## src/rtl/debug_cmd_sequencer_if.sv

```systemverilog
// Bundle of UART byte strobes, pipeline control, imem write port and snapshot input.
// The sequencer uses the slave modport; whatever drives the UART side uses the master modport.
interface debug_cmd_sequencer_if #(
    parameter int SNAP_W  = 1376,
    parameter int INSTR_W = 32,
    parameter int ADDR_W  = 8
);
    logic               rx_done_tick;
    logic [7:0]         rx_data;
    logic               tx_done_tick;
    logic               pipe_halt;
    logic [SNAP_W-1:0]  snapshot;
    logic               pipe_en;
    logic               pipe_rst;
    logic               imem_we;
    logic [ADDR_W-1:0]  imem_addr;
    logic [INSTR_W-1:0] imem_data;
    logic               tx_start;
    logic [7:0]         tx_data;
    logic               busy;

    modport slave (
        input  rx_done_tick, rx_data, tx_done_tick, pipe_halt, snapshot,
        output pipe_en, pipe_rst, imem_we, imem_addr, imem_data, tx_start, tx_data, busy
    );

    modport master (
        output rx_done_tick, rx_data, tx_done_tick, pipe_halt, snapshot,
        input  pipe_en, pipe_rst, imem_we, imem_addr, imem_data, tx_start, tx_data, busy
    );
endinterface

```

## src/rtl/debug_cmd_sequencer.sv

```systemverilog
// UART command sequencer: loads imem, runs/steps/resets the pipeline, dumps the snapshot bytewise.
// All outputs registered (1 cycle after the deciding tick); each dump byte waits for tx_done_tick.
module debug_cmd_sequencer #(
    parameter int SNAP_W  = 1376,
    parameter int INSTR_W = 32,
    parameter int ADDR_W  = 8,
    parameter int RUN_MAX = 1024
) (
    input  logic                   top_clk,
    input  logic                   reset,
    debug_cmd_sequencer_if.slave   bus
);
    localparam int NBYTES = SNAP_W / 8;
    localparam int BYTE_W = $clog2(NBYTES);
    localparam int RUN_W  = $clog2(RUN_MAX + 1);

    typedef enum logic [2:0] {
        IDLE, LD_CNT, LD_DATA, RUN, STEP, PRST, DUMP_SEND, DUMP_WAIT
    } state_t;

    state_t             state_q, state_d;
    logic [7:0]         cnt_q, cnt_d;
    logic [7:0]         widx_q, widx_d;
    logic [1:0]         bidx_q, bidx_d;
    logic [INSTR_W-1:0] word_q, word_d;
    logic [RUN_W-1:0]   run_q, run_d;
    logic [BYTE_W-1:0]  k_q, k_d;
    logic [SNAP_W-1:0]  snap_q, snap_d;

    logic               pipe_en_q, pipe_en_d;
    logic               pipe_rst_q, pipe_rst_d;
    logic               imem_we_q, imem_we_d;
    logic [ADDR_W-1:0]  imem_addr_q, imem_addr_d;
    logic [INSTR_W-1:0] imem_data_q, imem_data_d;
    logic               tx_start_q, tx_start_d;
    logic [7:0]         tx_data_q, tx_data_d;
    logic               busy_q, busy_d;

    always_comb begin
        state_d     = state_q;
        cnt_d       = cnt_q;
        widx_d      = widx_q;
        bidx_d      = bidx_q;
        word_d      = word_q;
        run_d       = run_q;
        k_d         = k_q;
        snap_d      = snap_q;
        imem_we_d   = 1'b0;
        imem_addr_d = imem_addr_q;
        imem_data_d = imem_data_q;

        case (state_q)
            IDLE: begin
                if (bus.rx_done_tick) begin
                    case (bus.rx_data)
                        8'h4C: state_d = LD_CNT;
                        8'h52: begin
                            state_d = RUN;
                            run_d   = '0;
                        end
                        8'h53: state_d = STEP;
                        8'h44: state_d = DUMP_SEND;
                        8'h58: state_d = PRST;
                        default: state_d = IDLE;
                    endcase
                end
            end
            LD_CNT: begin
                if (bus.rx_done_tick) begin
                    if (bus.rx_data == 8'h00) begin
                        state_d = IDLE;
                    end else begin
                        cnt_d   = bus.rx_data;
                        widx_d  = '0;
                        bidx_d  = '0;
                        state_d = LD_DATA;
                    end
                end
            end
            LD_DATA: begin
                if (bus.rx_done_tick) begin
                    // little-endian: each new byte enters at the top and shifts down
                    word_d = {bus.rx_data, word_q[INSTR_W-1:8]};
                    bidx_d = bidx_q + 2'd1;
                    if (bidx_q == 2'd3) begin
                        imem_we_d   = 1'b1;
                        imem_addr_d = ADDR_W'(widx_q);
                        imem_data_d = word_d;
                        widx_d      = widx_q + 8'd1;
                        if (widx_q == cnt_q - 8'd1) begin
                            state_d = IDLE;
                        end
                    end
                end
            end
            RUN: begin
                run_d = run_q + 1'b1;
                if (bus.pipe_halt || (bus.rx_done_tick && bus.rx_data == 8'h48) ||
                    run_q == RUN_W'(RUN_MAX - 1)) begin
                    state_d = DUMP_SEND;
                end
            end
            STEP:      state_d = DUMP_SEND;
            PRST:      state_d = IDLE;
            DUMP_SEND: state_d = DUMP_WAIT;
            DUMP_WAIT: begin
                if (bus.tx_done_tick) begin
                    if (k_q == BYTE_W'(NBYTES - 1)) begin
                        state_d = IDLE;
                    end else begin
                        k_d     = k_q + 1'b1;
                        snap_d  = snap_q >> 8;
                        state_d = DUMP_SEND;
                    end
                end
            end
            default: state_d = IDLE;
        endcase

        // Capture the snapshot on the edge that starts a dump, so byte 0 leaves with it.
        if (state_d == DUMP_SEND && state_q != DUMP_WAIT) begin
            snap_d = bus.snapshot;
            k_d    = '0;
        end

        pipe_en_d  = (state_d == RUN) || (state_d == STEP);
        pipe_rst_d = (state_d == PRST);
        tx_start_d = (state_d == DUMP_SEND);
        tx_data_d  = snap_d[7:0];
        busy_d     = (state_d != IDLE);
    end

    always_ff @(posedge top_clk) begin
        if (reset) begin
            state_q     <= IDLE;
            pipe_en_q   <= 1'b0;
            pipe_rst_q  <= 1'b1;
            imem_we_q   <= 1'b0;
            imem_addr_q <= '0;
            imem_data_q <= '0;
            tx_start_q  <= 1'b0;
            tx_data_q   <= '0;
            busy_q      <= 1'b0;
        end else begin
            state_q     <= state_d;
            pipe_en_q   <= pipe_en_d;
            pipe_rst_q  <= pipe_rst_d;
            imem_we_q   <= imem_we_d;
            imem_addr_q <= imem_addr_d;
            imem_data_q <= imem_data_d;
            tx_start_q  <= tx_start_d;
            tx_data_q   <= tx_data_d;
            busy_q      <= busy_d;
        end
    end

    always_ff @(posedge top_clk) begin
        cnt_q  <= cnt_d;
        widx_q <= widx_d;
        bidx_q <= bidx_d;
        word_q <= word_d;
        run_q  <= run_d;
        k_q    <= k_d;
        snap_q <= snap_d;
    end

    assign bus.pipe_en   = pipe_en_q;
    assign bus.pipe_rst  = pipe_rst_q;
    assign bus.imem_we   = imem_we_q;
    assign bus.imem_addr = imem_addr_q;
    assign bus.imem_data = imem_data_q;
    assign bus.tx_start  = tx_start_q;
    assign bus.tx_data   = tx_data_q;
    assign bus.busy      = busy_q;
endmodule

```

## src/flat_wrapper.sv

```systemverilog
// flat-port wrapper written by rule: the top's interface ports become plain ports
module debug_cmd_sequencer_flat 
#(
    parameter int SNAP_W  = 1376,
    parameter int INSTR_W = 32,
    parameter int ADDR_W  = 8,
    parameter int RUN_MAX = 1024
)
  (top_clk, reset, bus_rx_done_tick, bus_rx_data, bus_tx_done_tick, bus_pipe_halt, bus_snapshot, bus_pipe_en, bus_pipe_rst, bus_imem_we, bus_imem_addr, bus_imem_data, bus_tx_start, bus_tx_data, bus_busy);
  debug_cmd_sequencer_if #(.SNAP_W(SNAP_W), .INSTR_W(INSTR_W), .ADDR_W(ADDR_W)) bus_i ();
  input  logic top_clk;
  input  logic reset;
  input wire logic [$bits(bus_i.rx_done_tick)-1:0] bus_rx_done_tick;
  input wire logic [$bits(bus_i.rx_data)-1:0] bus_rx_data;
  input wire logic [$bits(bus_i.tx_done_tick)-1:0] bus_tx_done_tick;
  input wire logic [$bits(bus_i.pipe_halt)-1:0] bus_pipe_halt;
  input wire logic [$bits(bus_i.snapshot)-1:0] bus_snapshot;
  output wire logic [$bits(bus_i.pipe_en)-1:0] bus_pipe_en;
  output wire logic [$bits(bus_i.pipe_rst)-1:0] bus_pipe_rst;
  output wire logic [$bits(bus_i.imem_we)-1:0] bus_imem_we;
  output wire logic [$bits(bus_i.imem_addr)-1:0] bus_imem_addr;
  output wire logic [$bits(bus_i.imem_data)-1:0] bus_imem_data;
  output wire logic [$bits(bus_i.tx_start)-1:0] bus_tx_start;
  output wire logic [$bits(bus_i.tx_data)-1:0] bus_tx_data;
  output wire logic [$bits(bus_i.busy)-1:0] bus_busy;
  assign bus_i.rx_done_tick = bus_rx_done_tick;
  assign bus_i.rx_data = bus_rx_data;
  assign bus_i.tx_done_tick = bus_tx_done_tick;
  assign bus_i.pipe_halt = bus_pipe_halt;
  assign bus_i.snapshot = bus_snapshot;
  assign bus_pipe_en = bus_i.pipe_en;
  assign bus_pipe_rst = bus_i.pipe_rst;
  assign bus_imem_we = bus_i.imem_we;
  assign bus_imem_addr = bus_i.imem_addr;
  assign bus_imem_data = bus_i.imem_data;
  assign bus_tx_start = bus_i.tx_start;
  assign bus_tx_data = bus_i.tx_data;
  assign bus_busy = bus_i.busy;
  debug_cmd_sequencer #(.SNAP_W(SNAP_W), .INSTR_W(INSTR_W), .ADDR_W(ADDR_W), .RUN_MAX(RUN_MAX)) u_core (.top_clk(top_clk), .reset(reset), .bus(bus_i));
endmodule
```

## config.mk

```make
export PLATFORM = sky130hd
export DESIGN_NAME = debug_cmd_sequencer_flat
export DESIGN_NICKNAME = d
export VERILOG_FILES = /design/src/rtl/debug_cmd_sequencer_if.sv /design/src/rtl/debug_cmd_sequencer.sv /design/src/flat_wrapper.sv
export SDC_FILE = /design/constraint.sdc
export NUM_CORES = 2
export LEC_CHECK = 0
export ABC_AREA = 1
export BUFFER_PORTS_ARGS = -buffer_cell sky130_fd_sc_hd__buf_2
export CAP_MARGIN = 20
export CORE_AREA = 2 2 564 566
export CTS_CLUSTER_DIAMETER = 120
export DETAILED_ROUTE_END_ITERATION = 7
export DIE_AREA = 0 0 566 568
export GPL_ROUTABILITY_DRIVEN = 0
export SYNTH_ARGS = -nofsm -noshare
export SYNTH_HDL_FRONTEND = slang
export SYNTH_SLANG_ARGS = --single-unit
```

## constraint.sdc

```tcl
create_clock -name top_clk -period 72.2 [get_ports top_clk]
set_input_delay 10.83 -clock top_clk [delete_from_list [all_inputs] [get_ports top_clk]]
set_output_delay 10.83 -clock top_clk [all_outputs]
set_load 0.03 [all_outputs]
```

==> impl_metrics.env <==
export IMPL_power_density_nw_per_um2=22.41
export IMPL_ys_warnings_count=0
export IMPL_via_per_inst=4.021
export IMPL_die_y_um=568
export IMPL_synth_edff_count=1421
export IMPL_p_switching_mw=0.4268
export IMPL_setup_viol=0
export IMPL_slew_headroom=0.1829
export IMPL_via_count=48730
export IMPL_path_common_cell="buf_4"
export IMPL_io_pins=1442
export IMPL_clockRootBuffer="clkbuf_16"
export IMPL_final_cell_mix="nand2_1 (1,507), buf_2 (1,441), inv_1 (1,439)"
export IMPL_cp_data_required_time_ns=72.70
export IMPL_synth_area_um2=68430
export IMPL_avgRoutedWirePerCell_um=18.39
export IMPL_dp_slack_ns=52.59
export IMPL_internal_power_mw=1.482
export IMPL_syn_num_nets=7785
export IMPL_crit_path_top_delay_cell="buf_4"
export IMPL_hold_viol=0
export IMPL_h_tree_depth=4
export IMPL_timing_final_crit_period_ns=18.89
export IMPL_drt_iter0_markers=4527
export IMPL_peakVddDrop_v=0.00001627
export IMPL_die_area_um2=321500
export IMPL_fmax_mhz=52.94
export IMPL_die_x_um=566
export IMPL_p_comb_frac=0.040
export IMPL_first_pass_iters=5
export IMPL_total_power_mw=1.909
export IMPL_hpwl_um=163700
export IMPL_avgSynthCellArea_um2=10.71
export IMPL_insertion_delay_ns=0.83
export IMPL_layoutNonFillerInstCount=12120
export IMPL_critPathLaunchType="primary input"
export IMPL_placedCellCount=11740
export IMPL_switching_share=0.2235
export IMPL_critPathMaxStageDelay_ns=0.96
export IMPL_critPathKind="primary input to register"
export IMPL_worstSetupEndpointType="register"
export IMPL_num_rows=207
export IMPL_grt_pass1_vias=47620
export IMPL_leakagePower_nw=37.10
export IMPL_drive_above_1_share=0.3256
export IMPL_layout_cells_most_common="nand2_1"
export IMPL_grt_start_max_net_pins=173
export IMPL_clock_sinks=1493
export IMPL_grt_pass1_wl_um=315200
export IMPL_final_nets=9134
export IMPL_rsz0062_at_grt="no"
export IMPL_drv_slew=0
export IMPL_start_util=0.2164
export IMPL_clockBufferDepth=4
export IMPL_worstMarginPinSlew_ns=1.213
export IMPL_core_um2=316200
export IMPL_clkPwrFrac=0.469
export IMPL_tns_ns=0
export IMPL_numCtsBuffers=178
export IMPL_maxCapViolations=0
export IMPL_cp_max_fo=152
export IMPL_drc=0
export IMPL_clk_pin_slew_worst_paths_ns=0.06
export IMPL_cts_resized=0
export IMPL_route_antenna_remaining_nets=0
export IMPL_ys_seq_elements=1493
export IMPL_setup_ws_ns=53.31
export IMPL_grt_ovfl_total=0
export IMPL_cp_arrival_ns=19.39
export IMPL_grt_usage=0.1316
export IMPL_async_flop_share=0
export IMPL_antenna_found_initial=84
export IMPL_hold_buffers=0
export IMPL_syn2layout_area_growth_pct=24.50
export IMPL_finClkSkew_ns=0.06393
export IMPL_ys_flop_type="edfxtp_1"
export IMPL_worstHoldPathType="register to register"
export IMPL_crit_buf_inv=9
export IMPL_p_seq_frac=0.490
export IMPL_portBuffers=1441
export IMPL_ys_seq_area_frac=0.6447
export IMPL_fin_crit_sh=0.2616
export IMPL_post_cts_buffers=0
export IMPL_cp_top_family="buffers and inverters"
export IMPL_syn_inst=6391
export IMPL_status="completed"
export IMPL_worstPathCellList="buf_2 > nand2_1 > inv_2 > nand3_1 > nor2_1 > nand3_1 > nor2_1 > nand3_1 > nand2_1 > nand3_2 > nand3_4 > buf_4 > buf_12 > buf_4 > buf_4 > buf_4 > buf_4 > buf_4 > o21ai_0"
export IMPL_cts_tree="built"
export IMPL_yosys_cell_types_count=37
export IMPL_wl_um=222900
[registers in the layout (all words and copies together) (netlist names)]
register	cells
u_core.snap_q	1376
u_core.bus.imem_data	32
u_core.word_q	24
u_core.run_q	11
u_core.bus.imem_addr	8
u_core.bus.tx_data	8
u_core.cnt_q	8
u_core.k_q	8
u_core.widx_q	8
u_core.state_q	3
u_core.bidx_q	2
u_core.bus.busy	1
u_core.bus.imem_we	1
u_core.bus.pipe_en	1
u_core.bus.pipe_rst	1
u_core.bus.tx_start	1
[metal layers]
layer  share of wire  track usage  vias up
met5          0.0016            0        -
met4           0.031      0.04754       52
met1            0.40       0.1585    23090
li1                -            -    23370
met2            0.50       0.2287     1848
met3           0.067      0.02990      364
[cells in the mapped netlist (5+ instances only)]
| library cell | instances | area share |
|---|---|---|
| nand2_1 | 1507 | 0.083 |
| inv_1 | 1440 | 0.079 |
| edfxtp_1 | 1421 | 0.62 |
| o21ai_2 | 800 | 0.10 |
| o21ai_0 | 572 | 0.042 |
| clkbuf_1 | 150 | 0.0082 |
| buf_6 | 80 | 0.013 |
| buf_2 | 79 | 0.0058 |
| dfxtp_1 | 72 | 0.021 |
| nand3_1 | 70 | 0.0051 |
| nor2_1 | 63 | 0.0035 |
| a21oi_1 | 52 | 0.0038 |
| nand4_1 | 12 | 0.0011 |
| buf_1 | 9 | 0.00049 |
| buf_8 | 9 | 0.0020 |
| xor2_1 | 8 | 0.0010 |
| xnor2_1 | 6 | 0.00077 |
| ha_1 | 5 | 0.00091 |
| nor3_1 | 5 | 0.00037 |
[final timing paths]
| path | depth (start not counted) | slack (ns) | startpoint | endpoint |
|---|---|---|---|---|
| setup / recovery | 19 | 53.31 | bus_rx_done_tick | u_core.snap_q[1344] |
| hold / removal | 0 | 0.45 | u_core.word_q[17] | u_core.word_q[9] |
| setup reg to reg | 19 | 62.94 | u_core.bidx_q[0] | u_core.snap_q[1344] |
| hold reg to reg | 0 | 0.45 | u_core.word_q[17] | u_core.word_q[9] |
[cell type report]
type / instances / area [µm²]
Inverter: 1447 / 5439
Multi-Input combinational cell: 3124 / 16860
Tap cell: 4180 / 5230
Timing Repair Buffer: 1496 / 7712
Sequential cell: 1493 / 44110
Antenna cell: 54 / 135.1
Clock buffer: 218 / 4614
Fill cell: 33380 / 231000
Clock inverter: 107 / 1085
[power groups by stage]
| stage | combinational [mW] | clock, mW | sequential (mW) |
|---|---|---|---|
| after floorplan | 0.0221 | 0 | 0.956 |
| after global placement | 0.0781 | 0 | 0.955 |
| after detailed placement | 0.0778 | 0 | 0.955 |
| after CTS | 0.0784 | 0.921 | 0.936 |
| after global routing | 0.0851 | 0.952 | 0.936 |
| final | 0.0772 | 0.896 | 0.936 |
[metrics by stage]
| stage | util | instance area [µm²] | hold WS, ns |
|---|---|---|---|
| after global routing | 0.2692 | 85140 | 0.4726 |
| after CTS | 0.2690 | 85060 | 0.4572 |
| final | 0.2694 | 85190 | 0.4539 |
| after detailed placement | 0.2509 | 79360 | 0.4452 |
| after global placement | 0.2509 | 79360 | 0.4305 |
| after floorplan | - | 68430 | 0.4273 |
[logic make-up after synthesis]
group	count (synthesis)	share of synthesized area
buffers and inverters	1774	0.1090
AND/OR/NAND/NOR	1675	0.09492
flip-flops	1493	0.6447
AO/OA/AOI/OAI	1430	0.1487
XOR/XNOR	14	0.001792
adder cells (fa/ha/maj)	5	0.0009143
Note: power is estimated with default switching activity, not from simulation.
